**config.mk**
```make
export PLATFORM = sky130hd
export DESIGN_NAME = seq_alu
export DESIGN_NICKNAME = d
export VERILOG_FILES = /design/src/rtl/seq_alu.sv
export SDC_FILE = /design/constraint.sdc
export NUM_CORES = 1
export LEC_CHECK = 0
export ABC_AREA = 0
export CAP_MARGIN = 10
export CORE_AREA = 4 4 165 151
export CTS_CLUSTER_DIAMETER = 60
export CTS_CLUSTER_SIZE = 28
export DETAILED_ROUTE_END_ITERATION = 8
export DIE_AREA = 0 0 169 155
export HOLD_SLACK_MARGIN = 0.08
export PLACE_DENSITY = 0.68
export RECOVER_POWER = 100
export SLEW_MARGIN = 40
export SYNTH_ARGS = -nofsm -noshare
export SYNTH_HDL_FRONTEND = slang
export SYNTH_SLANG_ARGS = --single-unit
```
**constraint.sdc**
```tcl
create_clock -name CLK -period 7 [get_ports CLK]
set_input_delay 1.4 -clock CLK [delete_from_list [all_inputs] [get_ports CLK]]
set_output_delay 1.4 -clock CLK [all_outputs]
set_load 0.1 [all_outputs]
```
**src/rtl/seq_alu.sv**
```systemverilog
// Registered ALU with a START/BUSY/DONE handshake. Single-cycle ops finish on the accepting edge.
// MUL (shift-add) and DIV/MOD (restoring) run for WIDTH iterations.
module seq_alu #(
    parameter int WIDTH = 16
) (
    input  logic             CLK,
    input  logic             RST,
    input  logic             START,
    input  logic [3:0]       S_ALU,
    input  logic [WIDTH-1:0] DATA_A,
    input  logic [WIDTH-1:0] DATA_B,
    output logic             BUSY,
    output logic             DONE,
    output logic [WIDTH-1:0] ALU_OUT,
    output logic [3:0]       FLAG_OUT,
    output logic             FLAG_WRITE
);
    localparam int SH_W = $clog2(WIDTH);

    localparam logic [3:0] OP_ADD = 4'b0000;
    localparam logic [3:0] OP_SUB = 4'b0001;
    localparam logic [3:0] OP_AND = 4'b0010;
    localparam logic [3:0] OP_OR  = 4'b0011;
    localparam logic [3:0] OP_XOR = 4'b0100;
    localparam logic [3:0] OP_CMP = 4'b0101;
    localparam logic [3:0] OP_MOV = 4'b0110;
    localparam logic [3:0] OP_MUL = 4'b0111;
    localparam logic [3:0] OP_SLL = 4'b1000;
    localparam logic [3:0] OP_SLR = 4'b1001;
    localparam logic [3:0] OP_SRL = 4'b1010;
    localparam logic [3:0] OP_SRA = 4'b1011;
    localparam logic [3:0] OP_IDT = 4'b1100;
    localparam logic [3:0] OP_DIV = 4'b1101;
    localparam logic [3:0] OP_MOD = 4'b1110;
    localparam logic [3:0] OP_NON = 4'b1111;

    typedef enum logic [1:0] {ST_IDLE, ST_MUL, ST_DIV} state_t;

    state_t               state_reg, state_next;
    logic [3:0]           op_reg, op_next;
    logic [WIDTH-1:0]     opnd_reg, opnd_next;
    logic [2*WIDTH-1:0]   work_reg, work_next;
    logic [SH_W-1:0]      count_reg, count_next;
    logic [WIDTH-1:0]     alu_out_reg, alu_out_next;
    logic [3:0]           flag_reg, flag_next;
    logic                 done_reg, done_next;
    logic                 fw_reg, fw_next;

    // Single-cycle datapath, evaluated straight from the inputs at acceptance
    logic [SH_W-1:0]  sh_n;
    logic [WIDTH:0]   add_full, sub_full, sll_full, srl_full;
    logic [WIDTH-1:0] rot_res, sra_res;
    logic [WIDTH-1:0] sc_res;
    logic             sc_c, sc_v;

    assign sh_n     = DATA_B[SH_W-1:0];
    assign add_full = {1'b0, DATA_A} + {1'b0, DATA_B};
    assign sub_full = {1'b0, DATA_A} - {1'b0, DATA_B};
    assign sll_full = {1'b0, DATA_A} << sh_n;
    assign srl_full = {DATA_A, 1'b0} >> sh_n;
    assign sra_res  = $unsigned($signed(DATA_A) >>> sh_n);

    genvar gi;
    generate
        for (gi = 0; gi < WIDTH; gi++) begin : g_rot
            logic [SH_W-1:0] src;
            assign src         = SH_W'(gi) - sh_n;
            assign rot_res[gi] = DATA_A[src];
        end
    endgenerate

    always_comb begin
        sc_res = '0;
        sc_c   = 1'b0;
        sc_v   = 1'b0;
        case (S_ALU)
            OP_ADD: begin
                sc_res = add_full[WIDTH-1:0];
                sc_c   = add_full[WIDTH];
                sc_v   = (DATA_A[WIDTH-1] == DATA_B[WIDTH-1]) && (sc_res[WIDTH-1] != DATA_A[WIDTH-1]);
            end
            OP_SUB, OP_CMP: begin
                sc_res = sub_full[WIDTH-1:0];
                sc_c   = sub_full[WIDTH];
                sc_v   = (DATA_A[WIDTH-1] != DATA_B[WIDTH-1]) && (sc_res[WIDTH-1] != DATA_A[WIDTH-1]);
            end
            OP_AND:         sc_res = DATA_A & DATA_B;
            OP_OR:          sc_res = DATA_A | DATA_B;
            OP_XOR:         sc_res = DATA_A ^ DATA_B;
            OP_MOV, OP_IDT: sc_res = DATA_B;
            OP_SLL: begin
                sc_res = sll_full[WIDTH-1:0];
                sc_c   = sll_full[WIDTH];
            end
            OP_SLR:         sc_res = rot_res;
            OP_SRL: begin
                sc_res = srl_full[WIDTH:1];
                sc_c   = srl_full[0];
            end
            OP_SRA: begin
                sc_res = sra_res;
                sc_c   = srl_full[0];
            end
            default: ;
        endcase
    end

    // One multiplier step: work = {partial product high, remaining multiplier bits}
    logic [WIDTH:0]       mul_sum;
    logic [2*WIDTH-1:0]   mul_work;
    assign mul_sum  = {1'b0, work_reg[2*WIDTH-1:WIDTH]} + (work_reg[0] ? {1'b0, opnd_reg} : '0);
    assign mul_work = {mul_sum, work_reg[WIDTH-1:1]};

    // One restoring-divide step: work = {remainder, dividend/quotient shift register}
    logic [WIDTH:0]       div_shift;
    logic                 div_ok;
    logic [WIDTH-1:0]     div_rem;
    logic [2*WIDTH-1:0]   div_work;
    assign div_shift = {work_reg[2*WIDTH-1:WIDTH], work_reg[WIDTH-1]};
    assign div_ok    = (div_shift >= {1'b0, opnd_reg});
    assign div_rem   = div_ok ? (div_shift[WIDTH-1:0] - opnd_reg) : div_shift[WIDTH-1:0];
    assign div_work  = {div_rem, work_reg[WIDTH-2:0], div_ok};

    logic             fin;
    logic [WIDTH-1:0] fin_res;
    logic             fin_c, fin_v;

    always_comb begin
        state_next   = state_reg;
        op_next      = op_reg;
        opnd_next    = opnd_reg;
        work_next    = work_reg;
        count_next   = count_reg;
        alu_out_next = alu_out_reg;
        flag_next    = flag_reg;
        done_next    = 1'b0;
        fw_next      = 1'b0;
        fin          = 1'b0;
        fin_res      = '0;
        fin_c        = 1'b0;
        fin_v        = 1'b0;
        case (state_reg)
            ST_IDLE: begin
                if (START) begin
                    op_next    = S_ALU;
                    count_next = '0;
                    if (S_ALU == OP_MUL) begin
                        state_next = ST_MUL;
                        opnd_next  = DATA_A;
                        work_next  = {{WIDTH{1'b0}}, DATA_B};
                    end else if (S_ALU == OP_DIV || S_ALU == OP_MOD) begin
                        state_next = ST_DIV;
                        opnd_next  = DATA_B;
                        work_next  = {{WIDTH{1'b0}}, DATA_A};
                    end else begin
                        fin     = 1'b1;
                        fin_res = sc_res;
                        fin_c   = sc_c;
                        fin_v   = sc_v;
                        fw_next = (S_ALU != OP_NON);
                    end
                end
            end
            ST_MUL: begin
                work_next  = mul_work;
                count_next = count_reg + SH_W'(1);
                if (count_reg == SH_W'(WIDTH - 1)) begin
                    state_next = ST_IDLE;
                    fin        = 1'b1;
                    fin_res    = mul_work[WIDTH-1:0];
                    fin_c      = |mul_work[2*WIDTH-1:WIDTH];
                    fw_next    = 1'b1;
                end
            end
            ST_DIV: begin
                work_next  = div_work;
                count_next = count_reg + SH_W'(1);
                if (count_reg == SH_W'(WIDTH - 1)) begin
                    state_next = ST_IDLE;
                    fin        = 1'b1;
                    fin_res    = (op_reg == OP_DIV) ? div_work[WIDTH-1:0] : div_work[2*WIDTH-1:WIDTH];
                    fin_v      = (opnd_reg == '0);
                    fw_next    = 1'b1;
                end
            end
            default: state_next = ST_IDLE;
        endcase
        if (fin) begin
            alu_out_next = fin_res;
            flag_next    = {fin_res[WIDTH-1], (fin_res == '0), fin_c, fin_v};
            done_next    = 1'b1;
        end
    end

    always_ff @(posedge CLK or posedge RST) begin
        if (RST) begin
            state_reg   <= ST_IDLE;
            op_reg      <= '0;
            opnd_reg    <= '0;
            work_reg    <= '0;
            count_reg   <= '0;
            alu_out_reg <= '0;
            flag_reg    <= '0;
            done_reg    <= 1'b0;
            fw_reg      <= 1'b0;
        end else begin
            state_reg   <= state_next;
            op_reg      <= op_next;
            opnd_reg    <= opnd_next;
            work_reg    <= work_next;
            count_reg   <= count_next;
            alu_out_reg <= alu_out_next;
            flag_reg    <= flag_next;
            done_reg    <= done_next;
            fw_reg      <= fw_next;
        end
    end

    assign BUSY       = (state_reg != ST_IDLE);
    assign DONE       = done_reg;
    assign ALU_OUT    = alu_out_reg;
    assign FLAG_OUT   = flag_reg;
    assign FLAG_WRITE = fw_reg;
endmodule

```
Word level (Yosys, flattened, before mapping)
Cells that the tools add are included.
{"block": "op_classes", "add_sub_neg": 21, "n_mul": 0, "div_mod_pow": 0, "n_lt_le_gt_ge": 17, "n_eq_ne": 26, "shifts": 3, "muxes": 77, "n_bitwise": 3, "n_reduce_logical": 21}
{"op": "two-way mux 16 bit", "n": 10}
{"op": "one-hot mux 16 bit (10 select lines)", "n": 1}
{"op": "two-way mux 32 bit", "n": 3}
{"op": "one-hot mux 32 bit (3 select lines)", "n": 1}
{"op": "< comparator 4 x 5 -> 1 bit (second input constant)", "n": 16}
{"op": "binary-select mux 1 bit (select 4 bit)", "n": 16}
{"op": "one-hot mux 16 bit (3 select lines)", "n": 1}
{"op": "== test 4 bit (second input constant)", "n": 9}
{"op": "adder 16 x 16 -> 17 bit", "n": 2}
{"op": "logical NOT 16 bit", "n": 2}
{"op": "two-way mux 1 bit", "n": 32}
{"op": "subtractor 4 bit (first input constant)", "n": 8}
{"op": "greater-or-equal comparator 17 x 16 -> 1 bit", "n": 1}
{"op": "<< shifter 16 x 4 -> 17 bit", "n": 1}
{"op": "right shift 17 x 4 -> 17 bit", "n": 1}
{"op": "subtractor 16 x 16 -> 17 bit", "n": 1}
{"op": "AND 16 bit", "n": 1}
{"op": "== test 4 x 3 -> 1 bit (second input constant)", "n": 4}
{"op": "bitwise OR 16 bit", "n": 1}
{"op": "OR reduction 16 bit", "n": 1}
{"op": ">>> shifter 16 x 4 -> 16 bit", "n": 1}
{"op": "subtractor 16 bit", "n": 1}
{"op": "subtractor 3 x 4 -> 4 bit (first input constant)", "n": 4}
{"op": "bitwise XOR 16 bit", "n": 1}
{"op": "28 further kinds", "n": 49}
{"block": "word_totals", "register_bits": 80, "latch_bits": 0, "ramBits": 0, "rom_bits": 0, "out_inout_bits": 23, "mem_count": 0}

Longest topological paths before layout
Gate-level depths: netlist of run 1.
{"block": "logic_depth", "depth_word": 9, "depth_mapped": 16}

Least setup slack after synthesis of run 1
OpenSTA, ideal clock, no wires.
{"block": "synth_path", "path_kind": "input to register", "start": "input DATA_B[1]", "end": "register flag_reg[2] (netlist: FLAG_OUT[2])", "setup_time_ns": 0.104, "arrival_time_ns": 5.052, "t_required_ns": 6.896, "path_slack_ns": 1.844, "stages": 15, "path_buffers": 3, "cell_sequence": "buf_2 -> clkinv_1 -> buf_1 -> clkbuf_1 -> ha_1 -> o21ba_2 -> or4_4 -> a31o_2 -> a221oi_2 -> nand2_1 -> a211oi_1 -> o221ai_1 -> nor4_2 -> nand3_1 -> o41ai_2"}
{"block": "synth_between", "elab_chain_len": 9, "word_cells_on_any_way": 62, "classes_between": "add/sub: 18; shift: 3; mux: 37; bitwise: 3; reduce/logical: 1"}
{"element": "start, declared", "line_no": "11", "text": "input logic [WIDTH-1:0] DATA_B,"}
{"element": "subtractor 1 x 4 -> 4 bit, or another cell as far along", "line_no": "67", "text": "assign src = SH_W'(gi) - sh_n;"}
{"element": "binary-select mux 1 bit (select 4 bit)", "line_no": "68", "text": "assign rot_res[gi] = DATA_A[src];"}
{"element": "two-way mux 1 bit (implied by the code)", "line_no": "68"}
{"element": "one-hot mux 16 bit (10 select lines) *", "line_no": "76", "text": "case (S_ALU)"}
{"element": "two-way mux 16 bit *", "line_no": "151", "text": "end else if (S_ALU == OP_DIV || S_ALU == OP_MOD) begin"}
{"element": "two-way mux 16 bit *", "line_no": "147", "text": "if (S_ALU == OP_MUL) begin"}
{"element": "two-way mux 16 bit *", "line_no": "144", "text": "if (START) begin"}
{"element": "one-hot mux 16 bit (3 select lines) *", "line_no": "142", "text": "case (state_reg)"}
{"element": "logical NOT 16 bit *", "line_no": "190", "text": "flag_next = {fin_res[WIDTH-1], (fin_res == '0), fin_c, fin_v};"}
{"element": "end signal, assigned", "line_no": "213", "text": "flag_reg <= flag_next;"}
{"element": "end, declared", "line_no": "45", "text": "logic [3:0] flag_reg, flag_next;"}
Mark *: on every way between the ends. The rest lies on a longest branch, timed or not. The select of a mux whose other input is x is not followed.
A chain may end at the register's enable or synchronous reset.

Final worst setup path of run 1
{"block": "layout_path", "start": "input S_ALU[3]", "end": "register work_reg[10]"}
{"block": "layout_between", "elab_chain_len": 4, "word_cells_on_any_way": 9, "classes_between": "eq/ne: 4; mux: 3; reduce/logical: 2"}
{"element": "start, declared", "line_no": "9", "text": "input logic [3:0] S_ALU,"}
{"element": "== test 4 x 3 -> 1 bit / == test 4 bit (equally long branches)", "line_no": "147, 151"}
{"element": "two-way mux 32 bit / logical OR 1 bit (equally long branches)", "line_no": "147, 151"}
{"element": "two-way mux 32 bit / inequality test 3 bit (equally long branches)"}
{"element": "one-hot mux 32 bit (3 select lines) / AND reduction 3 bit (equally long branches)"}
{"element": "end signal, assigned", "line_no": "210", "text": "work_reg <= work_next;"}
{"element": "end, declared", "line_no": "42", "text": "logic [2*WIDTH-1:0] work_reg, work_next;"}
Several ways; a longest one is shown, not always the timed one. The select of a mux whose other input is x is not followed.

==> results of run 1 <==
[power breakdown]
| group | internal, W | leakage, nW | switching (W) |
|---|---|---|---|
| logic | 0.000978 | 4.08 | 0.00193 |
| registers | 0.000648 | 1.02 | 0.000272 |
| clock network | 0.000248 | 0.133 | 0.000233 |
| total | 0.00187 | 5.23 | 0.00244 |
[synth_stat cells (7+ instances only)]
library cell / instances / area (sq um)
a21o_1: 17 / 127.6
buf_1: 7 / 26.28
nor2_1: 103 / 386.6
and2_1: 23 / 143.9
dfrtp_1: 79 / 1977
xnor2_1: 24 / 210.2
nand3_1: 44 / 220.2
a211o_1: 7 / 61.31
a22oi_1: 34 / 255.2
a221oi_1: 9 / 78.83
o22ai_1: 9 / 56.30
xor2_1: 15 / 131.4
o21bai_1: 12 / 90.09
mux4_2: 23 / 518.0
nand4_1: 10 / 62.56
a211oi_1: 27 / 202.7
o211ai_1: 17 / 127.6
mux2_2: 25 / 281.5
ha_1: 98 / 1226
o21ai_0: 129 / 645.6
a31oi_1: 17 / 106.4
or2_2: 10 / 62.56
clkbuf_1: 72 / 270.3
o21a_1: 7 / 52.55
a21oi_1: 91 / 455.4
nor2b_1: 18 / 112.6
nand2_1: 185 / 694.4
a22o_1: 7 / 61.31
nor4_1: 10 / 62.56
a221o_1: 7 / 70.07
mux2i_1: 50 / 500.5
nand2b_1: 11 / 68.82
inv_1: 78 / 292.8
o221ai_1: 10 / 87.58
o31ai_1: 7 / 52.55
nor3_1: 31 / 155.2
buf_2: 23 / 115.1
and3_1: 7 / 43.79
[layer usage]
layer	GRT usage, %	part of all wire (%)	vias up
met5	0	0	-
met4	9.276	3.1	0
met3	9.934	13	89
met2	46.41	41	727
met1	48.30	43	5710
li1	-	-	5507
[cell type report]
class,count,area [sq um]
tap,302,377.9
clock inverter,7,62.56
multi-input combinational,1222,8686
inverter,81,305.3
fill,2237,10820
timing repair buffer,93,689.4
clock buffer,9,225.2
sequential,79,1977
[how the worst min path moves through the flow]
stage	start	cells past startpoint	end	slack [ns]
after floorplan	count_reg[3]	1	count_reg[3]	0.46
after global placement	ALU_OUT[1]	2	ALU_OUT[1]	0.46
after CTS	ALU_OUT[12]	2	ALU_OUT[12]	0.47
final	ALU_OUT[12]	2	ALU_OUT[12]	0.48
after global routing	ALU_OUT[12]	2	ALU_OUT[12]	0.50
after detailed placement	ALU_OUT[12]	2	ALU_OUT[12]	0.46
[logic make-up after synthesis]
group | count (synthesis)
XOR/XNOR | 39
multiplexers | 100
AND/OR/NAND/NOR | 490
AO/OA/AOI/OAI | 491
adder cells (fa/ha/maj) | 102
flip-flops | 79
buffers and inverters | 189
[critical path: cells and delay by family]
kind,cells,cell delay (ns)
compound gates,2,0.40
xor+xnor,1,0.36
buf+inv,2,2.48
simple gates,3,1.07
[through the flow]
stage | cells | instance area (sq um)
floorplan | 1490 | 11420
finish | 1793 | 12320
detailed placement | 1777 | 12080
global placement | 1777 | 12180
CTS | 1793 | 12370
global route | 1793 | 12320
==> run summary, run 1 <==
The run finished, with violations left. The checks that failed: capacitance limit, slew limit. Total power for the finished layout comes to 0.004310 W. Setup violations remaining at the end of the flow were counted as 0. The average instance area after synthesis works out to 7.664 sq um. Counting along the longest clock path gives a buffer depth of 2. Post-CTS timing repair inserted 0 buffers for setup.

The detailed router finished its first iteration with 1704 violations. Global routing used 32.83% of the available tracks. Initial antenna violation count: 0.

The Yosys step of the flow raised 0 warnings. The reg-to-reg setup timing slack is 2.36 ns, and the power density over the cells is 349.8 mW/mm^2. Setup repair after global routing left no endpoint under its margin. The largest net degree at the start of global routing is 67. The area of the mapped netlist is 0.01142 sq mm, and the worst reg2reg path depth is 12. The reported leakage power is 5.234 nW. TritonCTS built the clock tree.

The floorplan has 53 rows. Sequential cells were found to cover 17.31% of the synthesized design area. Number of gates resized after cts: 0. The final hold violation count is 0, and the number of nets in the synthesized netlist is 1631. The synthesized netlist devotes 20.58% of its cell area to simple gates. Across the routed clock network, the largest skew measured is 0.01483 ns.

The die is 155 um tall. The clock transition at the register clock pins on the worst setup and hold paths after CTS was 0.07 ns. The maximum fanout along the worst path was 49; the fraction of registers with async set/reset was 100.0%.

After legalization and detailed placement, the total HPWL measured 33.61 mm. Compared with the post-synthesis result, the final layout area differs by 7.911%. Leaving out fill and tap cells, the most frequent cell in the layout is nand2_1. The final net count is 1627. The first detailed-routing pass ran for 9 iterations.

The number of antenna cells inserted was 0. The startpoint identified for the worst register-to-register timing path is opnd_reg[8]. The ratio of final minimum period to clock period works out to 78.96%. Traced cell by cell, the critical path runs through dlygate4sd3_1, xor2_1, nand2_1, a21boi_0, nand3_2, clkbuf_1, and2_2, o21ai_0. The H-tree was split into 3 levels. For this configuration, the core starts out at a cell density of 49.34%.

Following the worst setup path forward leads to its endpoint at work_reg[10]. The critical path in this run is classified as in2reg. For the worst-skew pair, the clock arrives at the later sink with an insertion delay of 0.36 ns. Measured on the finished design, the core utilization comes to 53.25%.

For the number of sinks on the clock net, the log shows 79. After Yosys synthesis, XOR and XNOR cells account for 2.991% of the synthesized area. The number of max-capacitance violations reported was 1. At the end of routability-driven placement, the weighted congestion stood at 1.018. The number of buffers inserted by port buffering came out at 61.

The critical path launch point type is a primary input. Summing the areas of all fa, ha and maj instances in the mapped netlist gives 11.44% of the synthesized area. For the worst setup path, the data required time is 7.21 ns.

The minimum clock period after layout was 5.527 ns. Total die area: 0.02620 sq mm. The worst hold path belongs to the class reg2reg. Across the VDD grid, the largest voltage drop is 408.8 uV.

Overall via count from detail_route: 12030. The logs give 0.02314 sq mm for the area inside the core boundary and 180.9 MHz for the peak clock frequency supported by timing. The logs give 10850 for the number of global-route vias before repair and 0 for the final antenna-violating net count. The routed design has 44.33 mm of wire. In the synthesized netlist the dominant register cell turns out to be dfrtp_1. The worst setup path is captured at a flip-flop. The first global-routing pass estimated 66.83 mm of wire. Counting flops with a built-in enable in the synthesized netlist gives 0. Adding up every negative setup slack in the final design gives 0 ns. The start point of the critical path is S_ALU[3].

Standard cell with the maximum stage delay on the critical path: clkbuf_1. Once routing completed, OpenROAD measured the worst setup slack at 1.473 ns. The main combinational cell family by area after synthesis is compound AO/OA/AOI/OAI gates. Cells with a size suffix above 1 make up 9.256% of the layout. The tools report the relative max-transition margin as -45.23%. In this run, CTS created clock tree buffers numbering 9.

For the worst setup path, the data arrival time is 5.74 ns. For this run the aggregate overflow at the end of global routing stands at 0. Multiplexer cells account for 11.65% of the synthesized area. Leaving out fill and tap cells, the most frequent cells in the layout are nand2_1 (185), o21ai_0 (129), nor2_1 (101). The setup slack after placement was 1.447 ns.

The synthesis-stage register bit count was 79; the number of design rule violations left after detail routing was 0. The capture instance of the worst register-to-register path was FLAG_OUT[2]. The horizontal die dimension is 169 um. Total count of max-transition violations in the final report: 50. Pin placement for this block handled 62 I/O pins.

Routed wire length per instance: 24.72 um. For the pin with the worst max-slew slack, the measured transition is 2.178 ns. The tools report the clock tree root driver cell as clkbuf_16. In the routed layout, each cell is associated on average with a via count of 6.711.

The count of unique library cells instantiated by Yosys was 95; the number of standard cells after synthesis was 1490. On the final layout, the worst hold slack is 0.4774 ns. Buffers inserted to repair hold after CTS numbered 0. The number of flip-flops under the largest register name was 32.

The largest single stage delay on the critical path is 1.55 ns. The compound-cell area share of the yosys netlist is 29.28%.
(Power assumes the default switching activity.)
==> run 2, diff against run 1 <==
- clock period: 7 -> 5.6 ns (I/O delays scaled with it)
==> run 2 against run 1 <==
The flow still finishes with violations (capacitance limit, slew limit); sequential share of layout area decreased by 0.27 points; largest cell class unchanged; design area grew 1.7%; highest routed layer is now met5; sequential power grew 23%; combinational power increased by 27%; total power is 26% higher; sequential cell count stayed put; first-iteration DRC count shrank 2.6%; critical path depth increased by 7.
==> run summary, run 2 (synthesized netlist as in run 1, its figures left out) <==
The run finished, with violations left. The final reports fail on capacitance limit, slew limit. The horizontal die dimension was 169 um. The number of ports placed on the die boundary was 62.

The critical path launch point type is a primary input. The run gives 0 as the number of antenna cells inserted. The most frequent standard cell in the layout excluding fill and tap cells was nand2_1.

The clock transition at the register clock pins on the worst setup and hold paths after CTS was 0.06 ns; the largest net degree at the start of global routing was 49. The ratio of final minimum period to clock period came out at 89.53%. The total count of max-transition violations in the final report is 164, and the final net count is 1653. The tools report the buffer count from post-CTS setup fixing as 0. The clock reaches the later pin of the worst-skew pair after 0.34 ns. The first detailed-routing pass took 6 iterations.

The maximum fanout along the worst path works out to 8. Minimum clock period after layout: 5.014 ns. The tools report the relative max-transition margin as -38.41%.

The run gives 199.4 MHz as the peak clock frequency supported by timing. The layout cell share with drive strength beyond 1 came out at 10.56%. Buffers inserted during clock tree synthesis total 9. After detailed routing, the number of remaining DRC violations is 0. Together, buffers and inverters on the worst path number 3. Summing over every cut layer, the via total after detailed routing is 12320. The die is 155 um tall. The number of global-route vias before repair is 11390. The highest signal layer in the routed design was met5. The synthesis-to-layout area growth works out to 9.784%.

The cell count of the worst hold path was 2; the number of buffers inserted by port buffering was 61. TritonCTS built the clock tree. For the required time at the worst-slack endpoint, the log shows 5.83 ns. On the critical path the largest part of the delay comes from compound AO/OA/AOI/OAI gates. At the end of routability-driven placement, the weighted congestion stood at 1.054.

The logs give 2265 for the total of fill cells in the finished design and 1660 for the number of design-rule violations left by the first detailed-router iteration. Counting along the longest clock path gives a buffer depth of 2. For the area inside the core boundary, the log shows 0.02314 sq mm.

The final-report setup violation count is 0, and the global-route usage over all layers is 33.81%. Setup repair after global routing left no endpoint under its margin. The floorplan has 53 rows. The run gives 35.34 mm as the post-detailed-placement half-perimeter wirelength.

The initial cell density of the core is 49.34%, and the power density over the cells is 433.4 mW/mm^2. The tools report the met3 layer wire length in the routed design as 5.750 mm. The measured slew at the worst slew-check pin is 2.076 ns. The initial antenna violation count came out at 1.

The number of gates resized after cts was 0. The logs give 0 for the final hold violation count and 423.6 uV for the largest voltage drop on the vdd net. The tools report the number of sinks on the clock net as 79.

Summed over all cells, the static leakage comes to 5.368 nW. The smallest hold slack came out at 0.4774 ns. The number of flip-flops under the largest register name works out to 32. For the setup TNS, the log shows 0 ns. The slowest stage of the critical path is the a21boi_0 cell. In the routed layout, each cell is associated on average with a via count of 6.782. For this block, the routed nets add up to 45.62 mm of wire. For the worst setup path, the data arrival time is 5.25 ns.

The worst setup path is captured at a flip-flop. The logic depth of the worst setup path including buffers works out to 15. By instance count, the cell type seen most on the critical path is nand3_1. Total die area: 0.02620 sq mm.

Leaving out fill and tap cells, the most frequent cells in the layout are nand2_1 (185), o21ai_0 (129), nor2_1 (103). For this run, the slowest stage of the critical path takes 0.61 ns. Number of max-capacitance violations reported: 4. The cell sitting at the root of the clock tree is a clkbuf_16. For the worst flop-to-flop path, the logic depth is 12. The clock arrives with 0.008578 ns of skew. The path class of the tightest hold or removal check is reg2reg. The run gives 18.20 mm as the sum of met2 wire segment lengths after detailed routing. The tools report the total global routing overflow as 0.

The type of the worst setup path was in2reg. The first global-routing pass estimated 69.05 mm of wire. The signal on the critical path passes through dlygate4sd3_1, buf_4, ha_1, inv_1, fa_1, nor2b_1, o31a_1, o21ai_0, a211oi_1, mux2i_1, nand3_1, a21boi_0, and4_1, nand3_1, o41ai_1. The count of nets left with antenna violations once routing finished came out at 0. In this run the number of H-tree levels came out at 3. The routed wire length per instance works out to 25.11 um.

The number of hold buffers added after CTS was 0. For the wire length on met1, the log shows 19.58 mm.
==> run 2: final timing paths <==
| kind | start | end | slack [ns] |
|---|---|---|---|
| worst min-delay path | ALU_OUT[9] | ALU_OUT[9] | 0.48 |
| max in group asynchronous | RST | work_reg[16] | 1.31 |
| worst min register to register | ALU_OUT[9] | ALU_OUT[9] | 0.48 |
| worst max register to register | opnd_reg[12] | FLAG_OUT[2] | 0.98 |
| worst max-delay path | DATA_A[0] | FLAG_OUT[2] | 0.59 |
| min in group asynchronous | RST | count_reg[0] | 1.71 |
==> run 2: stage by stage <==
| stage | instance area, sq um | setup WS [ns] | utilization, % | power [W] | instances |
|---|---|---|---|---|---|
| detailed placement | 12320 | 0.5351 | 53.24 | 0.004769 | 1803 |
| CTS | 12610 | 0.8746 | 54.47 | 0.005378 | 1817 |
| finish | 12540 | 0.5861 | 54.17 | 0.005434 | 1817 |
| global route | 12540 | 0.3888 | 54.17 | 0.005781 | 1817 |
| floorplan | 11420 | 0.7244 | - | 0.003783 | 1490 |
| global placement | 12400 | 0.4519 | 53.59 | 0.004787 | 1803 |
==> run 2: metal layers <==
metal,track usage (%),vias up
met2,47.00,786
li1,-,5555
met3,9.146,131
met5,2.647,-
met4,12.19,4
met1,49.78,5847
==> run 2: worst min-delay path, cell delays in order, from the launching register on <==
cell and delay (ns):
dfrtp_1 0.34, nand2_1 0.05, nand2_1 0.06
==> run 2: layout make-up <==
cell class,count,area (sq um),area share (%)
flip-flops and latches,79,1977,15.77
well taps,302,377.9,3.014
inverters,81,305.3,2.435
clock buffers,9,225.2,1.796
clock inverters,5,60.06,0.4790
repair buffers,119,893.4,7.126
multi-input cells,1222,8698,69.38
==> run 2: power breakdown <==
| group | internal [W] | leakage [nW] | switching [W] | total, W |
|---|---|---|---|---|
| clock network | 0.000342 | 0.138 | 0.000249 | 0.000591 |
| registers | 0.000811 | 1.02 | 0.000322 | 0.00113 |
| logic | 0.00125 | 4.21 | 0.00246 | 0.00371 |
==> RTL change 1, RTL diff (settings of run 2) <==
`WIDTH`: 16 -> 8.
--- a/src/rtl/seq_alu.sv
+++ b/src/rtl/seq_alu.sv
@@ -3,3 +3,3 @@
 module seq_alu #(
-    parameter int WIDTH = 16
+    parameter int WIDTH = 8
 ) (
Ports: changed (resized ALU_OUT, DATA_A and DATA_B); port bits go from 62 to 38. No check against the original RTL was run, so the function may have changed too.
==> RTL change 1 against run 2 <==
The run still ends with max-capacitance violations, max-slew violations left. Fmax rose by 3.5%. Sequential power fell by 45%. Total power fell by 56%. Worst setup slack improved by 0.17 ns. Count of clock-buffer cells in the layout is 2 lower. Critical path depth down 5. Core utilization down 26 points. Wire length fell by 57%. Clock power is 47% lower. Synthesized cell count shrank 50%. Sequential cell count down 33. Final area is 48% lower. Via count decreased by 51%. Synthesized area fell by 48%. Critical endpoint unchanged. Highest routed layer is now met4.
==> RTL change 1: results (changes against run 2) <==
- The flop-to-flop setup slack is 2.12 ns (+1.14 ns).
- The flow ran to the end, but the final reports show violations.
- The multi-input logic cell count is 606 (-50%).
- The data-path buffer share of cell area in the final layout was 0.0623 (-0.00893).
- The post-synthesis net count is 826 (-49%).
- The half-perimeter wire length after placement is 14.8 mm (-58%).
- The path with the worst hold slack has its endpoint at FLAG_OUT[0]$_DFFE_PP0P_.
- The total routed wire length on the met1 layer is 8.56 mm (-56%).
- The number of max-capacitance violations reported was 1 (-3).
- The via count of the first global-routing pass came to 5708 (-50%).
- The logic depth of the worst register-to-register path is 10 (-2).
- The total length of routed met2 wires is 8.65 mm (-52%).
- The final-layout clock-cell area share was 0.0231 (+0.000381).
- By area the synthesized netlist is led by dfrtp_1 (20%), ha_1 (11%), a21oi_1 (5.6%).
- The placer's final routability congestion estimate is 0.969 (-8.1%).
- The sequential share of power is 0.260 (+0.051).
- The commonest cells after synthesis are nand2_1 (71), a21oi_1 (66), nor2_1 (64).
- The first-iteration detailed-routing DRC count is 795 (-52%).
- The total global routing track utilization is 0.150 (-0.189).
- The highest layer used for signal routing is met4.
- The met3 track demand over resource is 0.0313 (-0.0602).
- The largest net degree at the start of global routing is 47 (-4.1%).
- The sequential fraction of the synthesis area was 0.195 (+0.0220).
- The first-pass GRT wire length was 31.9 mm (-54%).
- The register share of the cell area is 0.176 (+0.0182).
- In this run the critical register-to-register path is launched from work_reg[7]$_DFFE_PP0P_.
- The routed length per instance is 18.5 um (-26%).
- The checks that failed: max-capacitance violations, max-slew violations.
- The average vias per placed instance is 5.65 (-17%).
- The fill cell instance count of the final layout is 2473 (+9.2%).
- The startpoint identified for the worst hold timing path is FLAG_OUT[0]$_DFFE_PP0P_.
- The H-tree depth is 2 (-1).
- The count of buffers from port buffering is 37 (-39%).
- The count of buffers not belonging to the clock network in the layout was 56 (-53%).
- The non-filler instance count after layout is 1062 (-42%).
- The number of ordinary inverters in the final layout was 44 (-46%).
- The initial antenna violation count came to 0 (-1).
- The net switching power came to 1.31 mW (-57%).
- The max-slew violation count is 47 (-71%).
- The peak supply drop is 0.465 mV (+9.8%).
- The number of flip-flops under the largest register name is 16 (-50%).
- The initial cell density of the core was 0.255 (-0.239).
- The ratio of cells with drive above 1 in the final layout is 0.0816 (-0.0240).
==> RTL change 1: cell types whose count changed after synthesis, sizes merged, moves of 31 or more <==
cell / run 2 / this run
nand2: 185 / 71
nor2: 103 / 64
clkbuf: 72 / 23
nand3: 44 / 13
dfrtp: 79 / 46
o21ai: 133 / 62
ha: 98 / 50
mux2i: 50 / 13
inv: 80 / 43
==> RTL change 1: metrics by stage <==
stage	cell area, um^2	utilization	hold WS (ns)	setup WS [ns]
floorplan	5900	-	0.456	1.72
global placement	6520	0.282	0.478	1.04
detailed placement	6440	0.278	0.479	0.996
CTS	6590	0.285	0.497	1.32
global route	6540	0.283	0.529	0.527
finish	6540	0.283	0.496	0.754
==> RTL change 1: cell families after synthesis <==
logic type	synth area share
adders and majority gates	0.121
AOI/OAI and AO/OA	0.296
xor gates and xnor gates	0.0193
DFF	0.195
and+or+nand+nor	0.209
buffers and inverters	0.0747
muxes	0.0850
==> RTL change 1: worst max-delay path by stage <==
stage                     slack [ns]                 endpoint       from
after floorplan                 1.72   ALU_OUT[7]$_DFFE_PP0P_  DATA_B[2]
after global placement          1.04   ALU_OUT[7]$_DFFE_PP0P_  DATA_A[1]
after detailed placement         1.0   ALU_OUT[7]$_DFFE_PP0P_  DATA_A[1]
after CTS                       1.32   ALU_OUT[7]$_DFFE_PP0P_  DATA_A[1]
after global routing            0.53  FLAG_OUT[2]$_DFFE_PP0P_   S_ALU[1]
final                           0.75  FLAG_OUT[2]$_DFFE_PP0P_   S_ALU[1]
==> RTL change 1: worst max-delay path, cell delays in order <==
cell           delay [ns]
dlygate4sd3_1        0.54
clkbuf_1             0.60
inv_1                0.40
o311ai_0             0.75
nand3_1              0.27
a221oi_1             0.51
o31ai_1              0.22
nor3_2               0.18
nand4_1              0.13
o32ai_1              0.30
==> RTL change 2, RTL diff (config.mk and constraints of run 2) <==
Without the edit above. Encoding of `state_t`: now one-hot (3 bits for 3 states).
--- a/src/rtl/seq_alu.sv
+++ b/src/rtl/seq_alu.sv
@@ -36,3 +36,3 @@
 
-    typedef enum logic [1:0] {ST_IDLE, ST_MUL, ST_DIV} state_t;
+    typedef enum logic [2:0] {ST_IDLE = 3'b001, ST_MUL = 3'b010, ST_DIV = 3'b100} state_t;
 
Function: no difference found for any inputs over 4 cycles, from zero or initial values and one cycle with RST high; so few cycles prove little.
==> RTL change 2 against run 2 <==
Clock power rose by 10%. Hold slack improved by 0.026 ns. Final area rose by 2.2%. Synthesized area rose by 1.2%. Critical endpoint unchanged. Sequential cell count rose by 1. The run still ends with max-capacitance violations, max-slew violations left. Critical path type unchanged. Count of clock-buffer cells in the layout rose by 3. Wire length rose by 5.4%. Total power fell by 6.7%. Final cell count did not move. Core utilization rose by 1.2 points. Register-to-register slack improved by 0.31 ns. Worst setup slack got worse by 0.16 ns. Clock skew fell by 0.0012 ns. Largest cell class unchanged.
==> RTL change 2: results (changes against run 2) <==
- The flow ran to the end, but the final reports show violations.
- The checks that failed: max-capacitance violations, max-slew violations.
- The source of the critical timing path is DATA_A[1].
- The half-perimeter wire length after placement is 37.9 mm (+7.3%).
- The placement-stage cell area is 12500 um^2 (+1.8%).
- The data-path buffer share of cell area in the final layout is 0.0768 (+0.00552).
- The worst clock skew was 0.00739 ns (-0.00118 ns).
- The max-slew violation count is 183 (+12%).
- The fill cell instance count of the final layout is 2281 (+0.71%).
- The internal power summed over all cells came to 2.31 mW (-4.1%).
- The number of placed instances, taps included came to 1800 (-0.17%).
- The worst setup slack before clock tree synthesis is 0.302 ns (-0.233 ns).
- The top fanout value on the critical path was 5 (-3).
- In this run the most critical hold path is launched from ALU_OUT[0]$_DFFE_PP0P_.
- The normalized max-slew margin is -0.428 (-0.0443).
- The first-pass GRT wire length was 72.4 mm (+4.8%).
- The final-layout clock-cell area share is 0.0252 (+0.00245).
- The total wirelength of the detailed-routed design is 48.1 mm (+5.4%).
- The total routed wire length on the met1 layer is 21.2 mm (+8.4%).
- By count the netlist is led by nor2_1 (156), a21oi_1 (128), nand2_1 (113).
- The via count of the first global-routing pass is 11603 (+1.9%).
- Relative to the synthesized area, the layout overhead comes to 10.8%.
- The total global routing track utilization is 0.358 (+0.0203).
- The cell area after technology mapping was 11600 um^2 (+1.2%).
- The count of buffers not belonging to the clock network in the layout came to 132 (+11%).
- The worst reg2reg path endpoint is work_reg[17]$_DFFE_PP0P_.
- The clock network power share came to 0.128 (+0.019).
- The data arrival time of the critical path came to 5.41 ns (+0.16 ns).
- The routed length per instance is 26.5 um (+5.4%).
- The footprint of the flip-flops and latches is 2000 um^2 (+1.3%).
- By area the synthesized netlist is led by dfrtp_1 (17%), ha_1 (10%), mux4_2 (7.8%).
- The total length of routed met2 wires is 18.8 mm (+3.0%).
- The final worst hold slack is 0.503 ns (+0.0255 ns).
- The number of max-capacitance violations reported was 4 (unchanged).
- The multi-input logic portion of the cell area is 0.687 (-0.00719).
- The post-synthesis area per instance came to 7.81 um^2 (+1.9%).
- The master of the slowest instance on the critical path is a2111oi_0.
- The flop-to-flop setup slack was 1.29 ns (+0.31 ns).
- The number of library cell types mapped by synthesis is 92 (-3.2%).
- The total inserted antenna cells is 1 (+1).
- The peak supply drop came to 0.631 mV (+49%).
- The power density over cell area is 396 nW/um^2 (-8.7%).
- The met3 wirelength from detailed routing was 6.75 mm (+17%).
- The global-route track usage on met1 came to 0.538 (+0.0398).
- For hold timing, the worst endpoint is ALU_OUT[0]$_DFFE_PP0P_.
- The net total in the final layout is 1646 (-0.42%).
- The number of ordinary inverters in the final layout is 86 (+6.2%).
- The minimum clock period after layout is 5.17 ns (+0.156 ns).
- The met2 global-route usage is 0.484 (+0.0135).
## RTL change 2: cell types whose count changed after synthesis, moves of 18 or more
cell     before  now
a21oi_1      91  128
a22oi_1      34   15
nand2_1     185  113
nand3_1      44   26
nor2_1      103  156
o21ai_0     129   65
## RTL change 2: kinds of logic (layout without fill, tap and decap cells)
kind of cell | count (synthesis) | after routing | synth area share
XOR/XNOR | 43 | 43 | 0.0326
flip-flops | 80 | 80 | 0.173
buffers and inverters | 199 | 234 | 0.0683
multiplexers | 110 | 110 | 0.141
AO/OA/AOI/OAI | 468 | 468 | 0.274
AND/OR/NAND/NOR | 480 | 480 | 0.201
other | 0 | 1 | 0
adder cells (fa/ha/maj) | 99 | 99 | 0.110
